<file path="config.mk">
export PLATFORM = sky130hd
export DESIGN_NAME = driver_reg_master
export DESIGN_NICKNAME = d
export VERILOG_FILES = /design/src/rtl/driver_reg_master.sv
export SDC_FILE = /design/constraint.sdc
export NUM_CORES = 1
export LEC_CHECK = 0
export BUFFER_PORTS_ARGS = -buffer_cell sky130_fd_sc_hd__buf_2
export CAP_MARGIN = 20
export CORE_MARGIN = 2
export CORE_UTILIZATION = 25
export DETAILED_ROUTE_END_ITERATION = 6
export HOLD_SLACK_MARGIN = 0.03
export PLACE_DENSITY = 0.46
export SYNTH_ARGS = -nofsm -noshare
export SYNTH_HDL_FRONTEND = slang
export SYNTH_SLANG_ARGS = --single-unit
</file>
<file path="constraint.sdc">
create_clock -name clk -period 5.6 [get_ports clk]
set_input_delay 0.28 -clock clk [delete_from_list [all_inputs] [get_ports clk]]
set_output_delay 0.28 -clock clk [all_outputs]
set_load 0.03 [all_outputs]
</file>
<file path="src/rtl/driver_reg_master.sv">
// Host-side initiator for the driver control register port: programs thresholds,
// streams vector addresses into the address FIFO under level-polled credit, then ends or aborts.
module driver_reg_master #(
  parameter int FIFO_DEPTH = 1024,
  parameter int MARGIN     = 4,
  parameter int RD_WAIT    = 2
) (
  input  logic        clk,
  input  logic        reset,
  input  logic        start,
  input  logic        abort,
  input  logic [15:0] cfg_athr,
  input  logic [15:0] cfg_vthr,
  input  logic        cfg_swap,
  input  logic [31:0] s_addr,
  input  logic        s_last,
  input  logic        s_valid,
  output logic        s_ready,
  output logic [31:0] m_awaddr,
  output logic        m_wr,
  output logic [31:0] m_wdata,
  output logic [31:0] m_araddr,
  input  logic [31:0] m_rdata,
  output logic        busy,
  output logic        done,
  output logic        error,
  output logic [31:0] words_sent
);

  // Handshake: a word moves only in a cycle where s_valid and s_ready are both high;
  // s_ready is high only in FEED with credit left and no abort pending.

  typedef enum logic [3:0] {
    IDLE, WR_ATHR, WR_VTHR, POLL_LVL, POLL_STAT, FEED,
    WR_SHORT, WR_RUN, DRAIN_CHK, WR_END, WR_ABORT
  } state_t;

  localparam logic [31:0] CAP     = 32'(FIFO_DEPTH - MARGIN);
  localparam logic [7:0]  RD_LAST = 8'(RD_WAIT - 1);

  localparam logic [31:0] A_FIFO = 32'h000;
  localparam logic [31:0] A_CTRL = 32'h004;
  localparam logic [31:0] A_ATHR = 32'h008;
  localparam logic [31:0] A_VTHR = 32'h00C;
  localparam logic [31:0] A_STAT = 32'h100;
  localparam logic [31:0] A_LVL  = 32'h108;

  state_t      state, state_next;
  logic [7:0]  rd_cnt;
  logic [31:0] credit;
  logic [31:0] ws;
  logic        run_sent, last_taken, err_q;
  logic [15:0] athr_q, vthr_q;
  logic        swap_q;

  logic        rd_done, abort_hit, accept, set_err, done_c, rdy_c, wr_c;
  logic [31:0] awaddr_c, wdata_c, araddr_c;
  logic [31:0] ws_next, lvl32, credit_new;
  logic        unused_rdata;

  assign unused_rdata = ^{m_rdata[31], m_rdata[29:16]};
  assign rd_done      = (rd_cnt == RD_LAST);
  assign abort_hit    = abort && (state != IDLE) && (state != WR_ABORT);
  assign ws_next      = ws + 32'd1;
  assign lvl32        = {16'h0, m_rdata[15:0]};
  assign credit_new   = (lvl32 >= CAP) ? 32'd0 : (CAP - lvl32);

  always_comb begin
    state_next = state;
    wr_c       = 1'b0;
    awaddr_c   = '0;
    wdata_c    = '0;
    araddr_c   = '0;
    rdy_c      = 1'b0;
    accept     = 1'b0;
    done_c     = 1'b0;
    set_err    = 1'b0;
    case (state)
      IDLE: if (start) state_next = WR_ATHR;
      WR_ATHR: begin
        wr_c = 1'b1; awaddr_c = A_ATHR; wdata_c = {16'h0, athr_q};
        state_next = WR_VTHR;
      end
      WR_VTHR: begin
        wr_c = 1'b1; awaddr_c = A_VTHR; wdata_c = {16'h0, vthr_q};
        state_next = POLL_LVL;
      end
      POLL_LVL: begin
        araddr_c = A_LVL;
        if (rd_done) state_next = POLL_STAT;
      end
      POLL_STAT: begin
        araddr_c = A_STAT;
        if (rd_done) begin
          if (m_rdata[30]) begin
            set_err    = 1'b1;
            state_next = WR_ABORT;
          end else if (last_taken) state_next = DRAIN_CHK;
          else if (credit == 32'd0) state_next = POLL_LVL;
          else state_next = FEED;
        end
      end
      FEED: begin
        rdy_c = (credit != 32'd0);
        if (credit == 32'd0) state_next = POLL_LVL;
        else if (s_valid) begin
          accept = 1'b1; wr_c = 1'b1; awaddr_c = A_FIFO; wdata_c = s_addr;
          if (s_last) begin
            if (!run_sent) state_next = (ws_next < {16'h0, athr_q}) ? WR_SHORT : WR_RUN;
            else state_next = POLL_LVL;
          end else if (!run_sent && ws_next >= {16'h0, athr_q}) state_next = WR_RUN;
          else if (credit == 32'd1) state_next = POLL_LVL;
        end
      end
      WR_SHORT: begin
        wr_c = 1'b1; awaddr_c = A_ATHR; wdata_c = ws;
        state_next = WR_RUN;
      end
      WR_RUN: begin
        wr_c = 1'b1; awaddr_c = A_CTRL; wdata_c = {26'h0, swap_q, 5'b00001};
        state_next = POLL_LVL;
      end
      DRAIN_CHK: begin
        araddr_c = A_LVL;
        if (rd_done) state_next = (m_rdata[15:0] == 16'h0) ? WR_END : POLL_STAT;
      end
      WR_END: begin
        wr_c = 1'b1; awaddr_c = A_CTRL; wdata_c = {26'h0, swap_q, 5'b00010};
        done_c = 1'b1;
        state_next = IDLE;
      end
      WR_ABORT: begin
        wr_c = 1'b1; awaddr_c = A_CTRL; wdata_c = 32'h4;
        state_next = IDLE;
      end
      default: state_next = IDLE;
    endcase
    // Abort pre-empts whatever this cycle would do, so no 0x004 write lands next to the abort write.
    if (abort_hit) begin
      state_next = WR_ABORT;
      wr_c = 1'b0; rdy_c = 1'b0; accept = 1'b0; done_c = 1'b0; set_err = 1'b0;
    end
  end

  always_ff @(posedge clk) begin
    if (!reset) begin
      state      <= IDLE;
      rd_cnt     <= '0;
      credit     <= '0;
      ws         <= '0;
      run_sent   <= 1'b0;
      last_taken <= 1'b0;
      err_q      <= 1'b0;
      athr_q     <= '0;
      vthr_q     <= '0;
      swap_q     <= 1'b0;
    end else begin
      state  <= state_next;
      rd_cnt <= (state_next != state) ? 8'd0 : rd_cnt + 8'd1;
      if (state == IDLE && start) begin
        err_q      <= 1'b0;
        ws         <= '0;
        run_sent   <= 1'b0;
        last_taken <= 1'b0;
        athr_q     <= cfg_athr;
        vthr_q     <= cfg_vthr;
        swap_q     <= cfg_swap;
      end
      if (set_err) err_q <= 1'b1;
      if (state == POLL_LVL && rd_done && !abort_hit) credit <= credit_new;
      if (accept) begin
        ws     <= ws_next;
        credit <= credit - 32'd1;
        if (s_last) last_taken <= 1'b1;
      end
      if (state == WR_RUN && !abort_hit) run_sent <= 1'b1;
    end
  end

  // Outputs are forced low while reset is held so nothing reaches the bus before the reset edge.
  assign s_ready    = reset & rdy_c;
  assign m_wr       = reset & wr_c;
  assign m_awaddr   = reset ? awaddr_c : 32'h0;
  assign m_wdata    = reset ? wdata_c : 32'h0;
  assign m_araddr   = reset ? araddr_c : 32'h0;
  assign busy       = reset & (state != IDLE);
  assign done       = reset & done_c;
  assign error      = reset & err_q;
  assign words_sent = reset ? ws : 32'h0;

endmodule

</file>
* Word level (Yosys, flattened, before mapping) *
Index checks and enable logic that the tools add are counted.

storage, ports and cells
  register bits after elaboration = 112
  logic and storage cells = 112
  output and inout bits = 133
  bits of input ports = 103

operators by class
  order comparisons = 3
  reductions and logical operators = 24
  bitwise logic cells = 6
  equality and inequality tests = 14
  mux-type cells = 51
  $add $sub $neg = 4

operator list
  cell                                                                  number
  2-to-1 mux 32 bit                                                     11
  one-hot mux 32 bit (7 select lines)                                   1
  2-to-1 mux 4 bit                                                      13
  adder 32 x 1 -> 32 bit (second input constant)                        1
  == test 32 x 1 -> 1 bit (second input constant)                       1
  greater-or-equal comparator 32 x 16 -> 1 bit                          1
  logical NOT 32 bit                                                    1
  less-than comparator 32 x 16 -> 1 bit                                 1
  one-hot mux 4 bit (8 select lines)                                    1
  nonzero test 32 bit                                                   1
  subtractor 32 x 1 -> 32 bit (second input constant)                   1
  2-to-1 mux 1 bit                                                      20
  one-hot mux 9 bit (2 select lines)                                    1
  subtractor 10 x 16 -> 17 bit (first input constant)                   1
  == test 4 x 3 -> 1 bit (second input constant)                        4
  greater-or-equal comparator 16 x 10 -> 1 bit (second input constant)  1
  logical NOT 16 bit                                                    1
  == test 4 bit (second input constant)                                 3
  one-hot mux 4 bit (3 select lines)                                    1
  adder 8 x 1 -> 8 bit (second input constant)                          1
  == test 4 x 2 -> 1 bit (second input constant)                        2
  == test 8 x 1 -> 1 bit (second input constant)                        1
  nonzero test 2 bit                                                    4
  OR reduction 2 bit                                                    4
  other kinds (13)                                                      25

* Depth between registers and ports, before layout *
Gate-level depths: netlist of the first run.

  word-level depth = 11
  gate-level depth with buffers = 14
  gate-level depth less buffers = 14

* Worst setup path after synthesis of the first run *
No wires, ideal clock.

  path kind = register to register
  start point = register ws[0]
  end point = register rd_cnt[2]
  data arrival time = 3.670 ns
  setup slack = 1.851 ns
  library setup time = 0.078 ns
  period minus slack after synthesis = 3.749 ns
  data required time = 5.522 ns
  stages on the path, launching flop included = 15
  buffers on the path = 0
  cells stage by stage = dfxtp_1 > ha_1 > nand3_1 > nor3_1 > and3_1 > xor2_1 > ha_1 > nand4_1 > or4_2 > a21o_1 > nand4_1 > a2111o_1 > nor4_4 > o311a_2 > nor3_1

between the ends
  word-level cells in the longest chain between the ends = 11
  elaborated cells on any way between the ends = 14
  classes of those cells = add/sub: 1; order compare: 2; eq/ne: 1; mux: 8; reduce/logical: 2

ends and longest elaborated chain
  item                                                                                                          line      source
  start, declared                                                                                               51        logic [31:0] ws;
  start signal, assigned                                                                                        172       ws <= ws_next;
  adder 32 x 1 -> 32 bit *                                                                                      64        assign ws_next = ws + 32'd1;
  less-than comparator 32 x 16 -> 1 bit / greater-or-equal comparator 32 x 16 -> 1 bit (equally long branches)  109, 111
  2-to-1 mux 1 bit / logical AND 1 bit (equally long branches)                                                  109, 111
  2-to-1 mux 3 bit / 2-to-1 mux 4 bit (equally long branches)                                                   109, 111
  2-to-1 mux 4 bit *                                                                                            108       if (s_last) begin
  2-to-1 mux 4 bit *                                                                                            106       else if (s_valid) begin
  2-to-1 mux 4 bit *                                                                                            105       if (credit == 32'd0) state_next = POLL_LVL;
  one-hot mux 4 bit (8 select lines) *                                                                          78        case (state)
  2-to-1 mux 4 bit *                                                                                            139       if (abort_hit) begin
  != test 4 bit *                                                                                               159       rd_cnt <= (state_next != state) ? 8'd0 : rd_cnt + 8'd1;
  OR reduction 2 bit (no source line) *                                                                         -
  end signal, assigned                                                                                          159
  end, declared                                                                                                 49        logic [7:0] rd_cnt;

Every way passes the cells marked *; elsewhere a longest branch is shown, timed or not.
A chain may end at the register's enable or synchronous reset.

* Worst setup path in the final report of the first run *
  start point = register ws[0]
  end point = register rd_cnt[5]

Same word-level chain as after synthesis.

==> results.toml, run 1 <==
[status]
status = "complete, no violations"

[sta]
fin_setup_tns_ns = 0
grt_setup_unrepaired = "no"
skew_ns = 0.0189
slew_headroom = 0.296
whs_ns = 0.138
setup_violations = 0
tightest_slew_ns = 1.06
fmax_mhz = 219
final-hold-violation-count = 0
finalCriticalPeriod_ns = 4.57
slew_violations = 0
min_period_over_period = 0.815

[finish]
n_antenna_cell = 0
layout.nets = 1411
fillers = 3679
fin_cells = 1733
final_common_cell = "buf_2"
syn_to_final_growth_pct = 15.0
drive_gt1_frac = 0.181
mostFrequentLayoutCells = "buf_2 (160), a21oi_1 (141), nand2_1 (138)"

[worst_setup_path]
required_ns = 5.87
cpMaxStageDelayCell = "or4_2"
ff2ff_setup_slack_ns = 1.03
worstPathArrival_ns = 4.84
crit_chain = "ha_1 > nand3_1 > nor3_1 > and3_1 > xor2_1 > ha_1 > nand4_1 > or4_2 > a21o_1 > nand4_1 > a2111o_1 > nor4_4 > o311a_2 > nor3_1"
critical_path_class = "reg -> reg"
critPathLaunchType = "flip-flop"
critical_path.max_stage_delay_ns = 0.72
endpoint_kind = "flip-flop"
crit_fanout = 9

[floorplanning]
die_h_um = 187
core_mm2 = 0.0327
pin_count = 236
fp.dieW_um = 187
start_util = 0.255
rows = 66
dieArea_mm2 = 0.0349

[yosys]
synthArstFlopShare = 0
yosysTopAreaCell = "dfxtp_1"
synth-seq-area-share = 0.269
synth-edff-count = 0
ys_types = 82
synth_cells = 1176
synth-seq-cells = 112
avgSynthCellArea_um2 = 7.10
synth_top_cell_area_share = 0.269
synth-main-ff-cell = "dfxtp_1"
yosys_warnings = 0
synthTopCellsByArea = "dfxtp_1 (27%), a21oi_1 (8.5%), nand2_1 (6.2%)"
synth_area_mm2 = 0.00835

[clock_network]
h-tree-depth = 3
clockBufferDepth = 2
path_clk_slew_ns = 0.09
cts_resized = 0
cts.sinks = 112
post_cts_buffers = 0
hold_buffers = 0
clk_latency_ns = 0.37
clk_root_buffer_cell = "clkbuf_16"
numCtsBuffers = 9
cts_tree = "done"

[drt]
routed_wl_um = 28300
via_per_inst = 4.98
drc = 0
post_drt_wl_per_cell_um = 16.3
drt_first_pass_iters = 6
vias = 8633
drt-initial-drc-count = 630
ant_nets = 0

[place]
place_inst = 1715
globalplace.congestion = 0.868
port_buffers = 160
dp_hpwl_um = 20500

[grt]
grt_pass1_wl_um = 44200
grt_max_degree = 62
antenna_found_initial = 1
grt_overflow = 0
grtUsageTotal = 0.157
grt_pass1_vias = 8001

[pwr]
p_comb_frac = 0.385
p_int_uw = 1490
p_sw_frac = 0.433
peakVddDrop_mv = 0.183
p_clk_frac = 0.255
pwr-share-seq = 0.359
p_per_area_mw_per_mm2 = 273
switchingPower_uw = 1130
leakagePower_uw = 0.00376

[job]
cap_viol_max_count = 0

[min_path]
holdCritPathClass = "in -> reg"
-- flip-flops by register name, indices dropped and copies added, names as in the netlist --
| register | flops |
|---|---|
| credit | 32 |
| last_taken | 1 |
| athr_q | 16 |
| state | 4 |
| err_q | 1 |
| swap_q | 1 |
| vthr_q | 16 |
| ws | 32 |
| rd_cnt | 8 |
| run_sent | 1 |
-- critical path: cells and delay by family, from the launching register on --
family / cells / cell delay [ns]
adders and majority gates: 2 / 0.60
and+or+nand+nor: 8 / 2.40
xor gates and xnor gates: 1 / 0.09
AOI/OAI and AO/OA: 3 / 0.89
DFF: 1 / 0.50
-- worst paths after layout --
| check | startpoint | cells past startpoint | end |
|---|---|---|---|
| max | ws[0]$_SDFFE_PN0P_ | 14 | rd_cnt[5]$_SDFF_PP0_ |
| min | cfg_vthr[7] | 3 | vthr_q[7]$_SDFFE_PN0P_ |
| max reg2reg | ws[0]$_SDFFE_PN0P_ | 14 | rd_cnt[5]$_SDFF_PP0_ |
| min reg2reg | vthr_q[2]$_SDFFE_PN0P_ | 2 | vthr_q[2]$_SDFFE_PN0P_ |
-- synthesized netlist by cell type (15+ instances only) --
cell type and n:
o21ai_0 75, and2_1 35, xor2_1 17, dfxtp_1 112
nand2_1 138, nor3_1 51, nor4_1 15, buf_4 63
a21oi_1 141, ha_1 22, xnor2_1 19, a22oi_1 24
nand3_1 35, nor2_1 125, clkbuf_1 53, nand4_1 19
and3_1 16, inv_1 34
-- through the flow --
stage	setup slack (ns)	power [uW]	utilization	area, um2
global placement	1.16	1950	0.283	9240
CTS	1.04	2640	0.293	9570
global route	0.690	2780	0.293	9600
finish	1.03	2620	0.293	9600
detailed placement	1.08	1960	0.283	9260
floorplan	1.85	1670	-	8570
-- power by group through the flow --
stage          clock network [uW]  logic [uW]  registers [uW]
2_1_floorplan                   0         762             912
3_3_place_gp                    0         992             960
3_5_place_dp                    0         995             961
4_1_cts                       695         999             942
5_1_grt                       717        1110             953
6_report                      670        1010             942
-- cell families (layout without fill, tap and decap cells) --
| family | after synthesis | count (layout) | synth area share |
|---|---|---|---|
| xor+xnor | 36 | 36 | 0.0378 |
| buf+inv | 173 | 229 | 0.114 |
| flops | 112 | 112 | 0.269 |
| simple gates | 505 | 505 | 0.306 |
| other cells | 1 | 60 | 0.000449 |
| fa+ha+maj | 22 | 22 | 0.0330 |
| compound gates | 327 | 327 | 0.240 |
-- layout make-up --
class / count / area (um2) / share of cell area
inverter: 34 / 128 / 0.0133
timing repair buffer: 179 / 962 / 0.100
clock buffer: 9 / 225 / 0.0235
sequential: 112 / 2240 / 0.234
clock inverter: 7 / 85.1 / 0.00887
tap: 442 / 553 / 0.0576
multi-input combinational: 950 / 5400 / 0.563
-- layer usage --
metal  wire [um]  GRT usage  vias to the layer above
met3        1560     0.0271                       31
met2       13600      0.276                      272
li1            -          -                     4299
met1       12500      0.196                     4029
met4         593     0.0415                        2
met5          13          0                        -
Power figures use the tool's default switching activity.
==> inputs of run 2 (changes only) <==
Settings changed: PLACE_DENSITY 0.46 to 0.48.
Clock period 5.6 ns to 3.84 ns, I/O delays scaled along.
==> run 2 against run 1 <==
Cell count up 1.8%. Non-clock buffer count up 32. Wire length up 3.5%. Worst setup slack lost 0.82 ns. Clock power grew 61%. First-iteration DRC count shrank 13%. Register-to-register slack got worse by 0.82 ns. Core utilization up 0.98 points. Cell area rose by 3.4%. Critical path depth stayed put. Critical path type unchanged. Critical endpoint is now rd_cnt[2]$_SDFF_PP0_. Largest cell class unchanged. Largest power group unchanged. Highest routed layer unchanged.
==> results.toml, run 2 (synthesis gave the netlist of run 1 again) <==
[status]
status = "complete, no violations"

[drt]
routed_wl_um = 29200
drt_first_pass_iters = 5
via_per_inst = 4.99
post_drt_wl_per_cell_um = 16.6
ant_nets = 0
vias = 8812
drc = 0
drt-initial-drc-count = 545

[worst_setup_path]
endpoint_kind = "flip-flop"
worstPathArrival_ns = 3.91
crit_chain = "ha_1 > nand3_1 > nor3_2 > and3_4 > xor2_1 > ha_1 > nand4_1 > or4_2 > a21o_1 > nand4_1 > a2111o_1 > nor4_4 > o311a_4 > nor3_1"
required_ns = 4.12
cp-endpoint = "rd_cnt[2]$_SDFF_PP0_"
critical_path.max_stage_delay_ns = 0.71
cp.depth = 14
reg2reg_to = "rd_cnt[2]$_SDFF_PP0_"
startpoint = "ws[1]$_SDFFE_PN0P_"
cpMaxStageDelayCell = "or4_2"
r2r-start = "ws[1]$_SDFFE_PN0P_"
cp_num_buf_inv = 0
crit_family = "simple AND/OR/NAND/NOR gates"
critPathLaunchType = "flip-flop"
crit_fanout = 8
rr_worst_depth = 14
ff2ff_setup_slack_ns = 0.21
critical_path_class = "reg -> reg"

[floorplanning]
die_h_um = 187
fp.dieW_um = 187
pin_count = 236
dieArea_mm2 = 0.0349
core_mm2 = 0.0327
start_util = 0.255
rows = 66

[grt]
grtUsageTotal = 0.162
grt_overflow = 0
globalRouteMet2Util = 0.285
busiest_layer = "met2"
grt_pass1_wl_um = 45500
antenna_found_initial = 1
met1_usage = 0.202
grt_pass1_vias = 8277
grt_util_met3 = 0.0267
grt_max_degree = 52

[pwr]
leakagePower_uw = 0.00398
p_comb_frac = 0.391
p_clk_frac = 0.271
p_per_area_mw_per_mm2 = 402
p_sw_frac = 0.426
p_int_uw = 2290
pwr-share-seq = 0.338
p_total_uw = 3990
switchingPower_uw = 1700
peakVddDrop_mv = 0.317

[place]
port_buffers = 160
dp_hpwl_um = 21400
placed_cell_area_mm2 = 0.00954
pre_cts_ws_ns = -0.00310
globalplace.congestion = 0.837

[job]
cap_viol_max_count = 0

[sta]
grt_setup_unrepaired = "no"
min_period_over_period = 0.945
final-hold-violation-count = 0
finalCriticalPeriod_ns = 3.63
slew_headroom = 0.512
whs_ns = 0.0517
tightest_slew_ns = 0.732
skew_ns = 0.0170
slew_violations = 0
fmax_mhz = 276
setup_violations = 0
worst_slack_ns = 0.211

[finish]
fin_util = 0.303
reg_top3 = "credit (32), ws (32)"
final_common_cell = "buf_2"
syn_to_final_growth_pct = 18.8
stdcell_area_mm2 = 0.00992
drive_gt1_frac = 0.206
layout.nets = 1443
fillers = 3645
n_antenna_cell = 0
mostFrequentLayoutCells = "buf_2 (160), a21oi_1 (141), nand2_1 (138)"

[clock_network]
clockBufferDepth = 2
cts.sinks = 112
numCtsBuffers = 9
clk_latency_ns = 0.37
clk_root_buffer_cell = "clkbuf_16"
cts_tree = "done"
h-tree-depth = 3
path_clk_slew_ns = 0.09

[min_path]
holdCritPathClass = "in -> reg"
run 2: cell type report:
type                            instances  area (um2)  share of cell area
Sequential cell                       112        2240               0.226
Multi-Input combinational cell        950        5440               0.548
Inverter                               34         128              0.0129
Timing Repair Buffer                  211        1220               0.123
Tap cell                              442         553              0.0558
Clock inverter                          7         108              0.0109
Clock buffer                            9         225              0.0227
run 2: worst min-delay path by stage:
stage                           start  cells past startpoint                      to  slack, ns
after floorplan           m_rdata[30]                      1      err_q$_SDFFE_PN0P_       0.32
after detailed placement  cfg_vthr[3]                      3  vthr_q[3]$_SDFFE_PN0P_       0.44
after global placement    cfg_vthr[7]                      3  vthr_q[7]$_SDFFE_PN0P_       0.44
final                     cfg_vthr[7]                      3  vthr_q[7]$_SDFFE_PN0P_       0.05
after CTS                 cfg_vthr[7]                      3  vthr_q[7]$_SDFFE_PN0P_       0.04
after global routing      cfg_vthr[7]                      3  vthr_q[7]$_SDFFE_PN0P_       0.05
run 2: routing by layer:
metal  wire length, um  up-vias
met5                13        -
met4               520        2
met3              1470       32
met2             14400      246
met1             12900     4184
li1                  -     4348
run 2: stage by stage:
stage / TNS, ns / std cells
2_1_floorplan: 0 / 1235
3_3_place_gp: 0 / 1749
3_5_place_dp: -0.00454 / 1749
4_1_cts: 0 / 1765
5_1_grt: 0 / 1765
6_report: 0 / 1765
run 2: tightest hold or removal path: stages:
cell and delay (ns):
buf_2 0.09, nand2_1 0.04, a21oi_1 0.05
run 2: power groups by stage:
| stage | sequential, uW | combinational, uW | clock [uW] |
|---|---|---|---|
| 2_1_floorplan | 1330 | 1110 | 0 |
| 3_3_place_gp | 1370 | 1550 | 0 |
| 3_5_place_dp | 1380 | 1550 | 0 |
| 4_1_cts | 1350 | 1560 | 1110 |
| 5_1_grt | 1360 | 1720 | 1150 |
| 6_report | 1350 | 1560 | 1080 |
run 2: repair_timing:
item / 4_1_cts / 5_1_grt
hold buffers: 0 / 0
pin swaps: 0 / 3
endpoints found under the setup margin: 8 / 10
buffers inserted: 0 / 0
gates resized for setup: 1 / 9
